<file path="src/rtl/dcache_port_arbiter.sv">
// dcache_port_arbiter
//   Shares the single D-cache port between the load-miss refill requester
//   (port 0) and the LSQ-head store write-back requester (port 1). One
//   transaction is in flight at a time: IDLE latches the winner's request,
//   GRANT/REQ present it to the cache, WAIT collects the cache response and
//   RESP returns it to the requester that won.
//
//   Ports
//     clk, reset        clock; synchronous active-low reset
//     req0_*            load request in; req0_grant pulse; rsp0_* load data out
//     req1_*            store request in; req1_grant pulse; rsp1_* store ack out
//     cache_req_*       request to the D-cache (valid/ready handshake)
//     cache_resp_*      D-cache response / write ack
//     busy              high whenever a transaction is in progress
//
//   Build option
//     DCACHE_ARB_RR_EN  defined: round-robin on conflict (port 0 wins the
//                       first conflict); undefined: port 0 always wins.
module dcache_port_arbiter #(
  parameter int unsigned ADDR_W = 32,
  parameter int unsigned DATA_W = 64,
  parameter int unsigned TAG_W  = 32
) (
  input  logic              clk,
  input  logic              reset,
  input  logic              req0_valid,
  input  logic [ADDR_W-1:0] req0_addr,
  input  logic [TAG_W-1:0]  req0_tag,
  output logic              req0_grant,
  output logic              rsp0_valid,
  output logic [DATA_W-1:0] rsp0_data,
  output logic [TAG_W-1:0]  rsp0_tag,
  input  logic              req1_valid,
  input  logic [ADDR_W-1:0] req1_addr,
  input  logic [DATA_W-1:0] req1_data,
  input  logic [TAG_W-1:0]  req1_tag,
  output logic              req1_grant,
  output logic              rsp1_valid,
  output logic [TAG_W-1:0]  rsp1_tag,
  output logic              cache_req_valid,
  input  logic              cache_req_ready,
  output logic              cache_req_we,
  output logic [ADDR_W-1:0] cache_req_addr,
  output logic [DATA_W-1:0] cache_req_wdata,
  input  logic              cache_resp_valid,
  input  logic [DATA_W-1:0] cache_resp_data,
  output logic              busy
);

  typedef enum logic [2:0] {
    IDLE  = 3'd0,
    GRANT = 3'd1,
    REQ   = 3'd2,
    WAIT  = 3'd3,
    RESP  = 3'd4
  } state_t;

  state_t            state, state_nxt;
  logic [ADDR_W-1:0] lat_addr;
  logic [DATA_W-1:0] lat_wdata;
  logic [DATA_W-1:0] lat_rdata;
  logic [TAG_W-1:0]  lat_tag;
  logic              lat_we;     // also identifies the winner: 1 = port 1
  logic              any_req;
  logic              pick1;

  assign any_req = req0_valid | req1_valid;

`ifdef DCACHE_ARB_RR_EN
  // last_winner only moves on a conflict; reset value 1 lets port 0 take
  // the first conflict.
  logic last_winner;
  logic conflict;

  always_comb begin
    conflict = req0_valid & req1_valid;
    pick1    = conflict ? ~last_winner : req1_valid;
  end

  always_ff @(posedge clk) begin
    if (!reset) begin
      last_winner <= 1'b1;
    end else if (state == IDLE && conflict) begin
      last_winner <= pick1;
    end
  end
`else
  always_comb begin
    pick1 = ~req0_valid;
  end
`endif

  always_ff @(posedge clk) begin
    if (!reset) begin
      state     <= IDLE;
      lat_addr  <= '0;
      lat_wdata <= '0;
      lat_rdata <= '0;
      lat_tag   <= '0;
      lat_we    <= 1'b0;
    end else begin
      state <= state_nxt;
      if (state == IDLE && any_req) begin
        lat_addr  <= pick1 ? req1_addr : req0_addr;
        lat_wdata <= pick1 ? req1_data : '0;
        lat_tag   <= pick1 ? req1_tag  : req0_tag;
        lat_we    <= pick1;
      end
      if (state == WAIT && cache_resp_valid) begin
        lat_rdata <= cache_resp_data;
      end
    end
  end

  always_comb begin
    state_nxt       = state;
    req0_grant      = 1'b0;
    req1_grant      = 1'b0;
    rsp0_valid      = 1'b0;
    rsp1_valid      = 1'b0;
    cache_req_valid = 1'b0;
    case (state)
      IDLE: begin
        if (any_req) state_nxt = GRANT;
      end
      GRANT: begin
        req0_grant      = ~lat_we;
        req1_grant      = lat_we;
        cache_req_valid = 1'b1;
        state_nxt       = cache_req_ready ? WAIT : REQ;
      end
      REQ: begin
        cache_req_valid = 1'b1;
        if (cache_req_ready) state_nxt = WAIT;
      end
      WAIT: begin
        if (cache_resp_valid) state_nxt = RESP;
      end
      RESP: begin
        rsp0_valid = ~lat_we;
        rsp1_valid = lat_we;
        state_nxt  = IDLE;
      end
      default: state_nxt = IDLE;
    endcase
  end

  assign cache_req_we    = lat_we;
  assign cache_req_addr  = lat_addr;
  assign cache_req_wdata = lat_wdata;
  assign rsp0_data       = lat_rdata;
  assign rsp0_tag        = lat_tag;
  assign rsp1_tag        = lat_tag;
  assign busy            = (state != IDLE);

endmodule
</file>
<file path="config.mk">
export PLATFORM = sky130hd
export DESIGN_NAME = dcache_port_arbiter
export DESIGN_NICKNAME = d
export VERILOG_FILES = /design/src/rtl/dcache_port_arbiter.sv
export SDC_FILE = /design/constraint.sdc
export NUM_CORES = 1
export LEC_CHECK = 0
export CAP_MARGIN = 20
export CORE_AREA = 5 5 190 192
export CTS_CLUSTER_DIAMETER = 100
export DETAILED_ROUTE_END_ITERATION = 10
export DIE_AREA = 0 0 195 197
export GPL_TIMING_DRIVEN = 0
export PLACE_DENSITY = 0.56
export SYNTH_ARGS = -nofsm -noshare
export SYNTH_HDL_FRONTEND = slang
export SYNTH_SLANG_ARGS = --single-unit
</file>
<file path="constraint.sdc">
create_clock -name clk -period 2.2 [get_ports clk]
set_clock_uncertainty 0.2 [all_clocks]
set_input_delay 0.33 -clock clk [delete_from_list [all_inputs] [get_ports clk]]
set_output_delay 0.33 -clock clk [all_outputs]
set_load 0.01 [all_outputs]
</file>
==> reports/summary.txt <==
crit path launch type: flop
Root Buffer: clkbuf_16
routed via count: 8484
max_cap viols: 0
DR iter-0 viols: 320
largest net degree at the start of global routing: 20
Crit-path slowest cell: clkdlybuf4s50_1
Vias/cell: 4.48
number of enable flip-flop cells after synthesis: 0
Clock power frac: 0.321
YS warnings: 0
most area-consuming cells after synthesis: dfxtp_1, mux2i_1, nand2_1
Die Ht: 197 um
initial antenna violation count: 1
measured slew at the worst slew-check pin: 0.748 ns
CP Max Fanout: 6
Initial Utilization: 0.253
sw frac: 0.284
top-area cell type share of the netlist area: 0.453
vias in the first global route: 8664
Min-Delay Path Class: in -> reg
sequential fraction of the synthesis area: 0.453
Async SR Flop Fraction: 0
hold_sp: cache_resp_data[0]
count leader, synth: dfxtp_1
post-synth top area cell: dfxtp_1
layout cell share with drive strength beyond 1: 0.117
antenna-violating nets left: 0
DRT Pass-1 Iters: 4
HPWL after detailed placement: 29.4 mm
DRC: 0
post-route setup slack: 0.0939 ns
first-pass GRT wire length: 54.0 mm
kind of critical path: reg -> out
Final Cycle Share: 0.957
Longest Clk Path Bufs: 2
NetSw: 2.97 mW
synthesized flop and latch total: 196
headroom to the max-slew limit: 0.502
Clock Latency Late Sink: 0.43 ns
Mapped Nets: 1181
Die Wd: 195 um
Post-Layout Cell Count: 1895
Synth Instances: 919
Mean Syn Cell Area: 9.43 um2
VDD IR-drop max: 488 uV
Static Leakage: 5.45 nW
Reg clk slew, reported paths: 0.07 ns
worst path bufs/invs: 1
CTS tree: yes
row cnt: 68
grt ovf: 0
# placed instances: 1865
f_max: 475 MHz
H-Tree Depth: 4
post-layout min period: 2.11 ns
clk sinks: 196
most frequent cells after synthesis: dfxtp_1, nand2_1, a21oi_1, mux2i_1, nand3b_1
Buffers on Ports: 491
mean routed wirelength per cell: 19.4 um
Reg2Reg Setup Slack: 0.30 ns
crit path cell chain: clkdlybuf4s50_1
max incr delay on CP: 0.63 ns
Main synth FF type: dfxtp_1
status: complete, no violations
crit path from: cache_req_we
gpl congestion: 0.831
routed wire length: 36.8 mm
sequential fraction of design power: 0.388
Final nets: 1690
PD cells: 706 nW/um2
Hold Fails Final Rpt: 0
Inserted Clock Buffers: 17
Inserted Diodes: 0
I/O pin count: 493
crit path capture type: output pin
mapped cell area: 8670 um2
Die ar.: 38400 um2
Distinct cells, synth: 28
Gate power share: 0.291
max-slew violations: 0
# hold bufs at CTS: 0
Total Routing Usage GR: 0.182
crit-path leading delay family: buffers and inverters
core area: 34200 um2
area grow syn2layout: 70.8%
Worst EP required: 1.67 ns
dpl ws: -0.546 ns
Int Pwr: 7.48 mW
Worst EP arrival: 1.58 ns
Reg-to-Reg Start: state[1]
final setup fails: 0
## power groups by stage
stage	combinational [mW]	clock, mW	sequential [mW]
6_report	3.04	3.35	4.06
5_1_grt	3.24	3.63	4.10
4_1_cts	3.09	3.47	4.06
3_5_place_dp	3.05	0	4.14
3_3_place_gp	3.04	0	4.13
2_1_floorplan	1.29	0	4.22
## stage by stage
step / area (um2) / TNS, ns / utilization / hold WS, ns / power, mW
floorplan: 8670 / 0 / - / 0.266 / 5.51
global placement: 14200 / -58.20 / 0.414 / 0.241 / 7.17
detailed placement: 14200 / -54.74 / 0.414 / 0.248 / 7.20
CTS: 14800 / 0 / 0.433 / 0.193 / 10.6
global route: 14800 / -0.0288 / 0.433 / 0.203 / 11.0
finish: 14800 / 0 / 0.433 / 0.232 / 10.5
## per-layer routing
metal | GRT usage | part of all wire | up-vias
li1 | - | - | 4167
met1 | 0.208 | 0.40 | 3996
met2 | 0.327 | 0.51 | 288
met3 | 0.0622 | 0.073 | 31
met4 | 0.0460 | 0.014 | 2
met5 | 0 | 0.00019 | -
## cells in the final DEF (no fill, tap or decap), types with 11 or more instances in the layout
cell	count
a211oi_1	11
a211oi_2	54
a21oi_1	130
buf_2	28
buf_4	34
buf_6	13
clkbuf_1	43
clkbuf_16	17
clkdlybuf4s50_1	485
dfxtp_1	195
mux2i_1	128
nand2_1	194
nand3b_1	64
## what timing repair did
| item | 4_1_cts | 5_1_grt |
|---|---|---|
| endpoints found under the setup margin | 88 | 4 |
| gates resized for setup | 27 | 4 |
| buffers inserted | 1 | 0 |
| pin swaps | 1 | 0 |
## final timing paths
kind	depth (start not counted)	to
worst min register to register	2	rsp0_data[42]
worst max register to register	8	cache_req_wdata[55]
worst max-delay path	1	cache_req_we
worst min-delay path	3	rsp0_data[0]
## area by class of cell
cell class	instances	area, um2
plain buffers	118	717
well taps	455	569
inverters	3	11.3
flip-flops and latches	196	3930
fillers	3432	19400
multi-input cells	600	4040
clock inverters	12	176
clock buffers	19	443
repair buffers	492	4920
## kinds of logic (layout without fill, tap and decap cells)
kind of cell,after synthesis,in the layout,share of synthesized area
flops,196,196,0.453
mux,128,128,0.148
compound gates,197,197,0.164
simple gates,274,274,0.151
xor+xnor,1,1,0.00101
buf+inv,123,644,0.0826
## state kept, by name (all words and copies together) (netlist names)
register         count
cache_req_addr      32
state                3
cache_req_we         1
cache_req_wdata     64
rsp0_data           64
rsp0_tag            32
No activity file was read; power rests on OpenSTA's default activity.
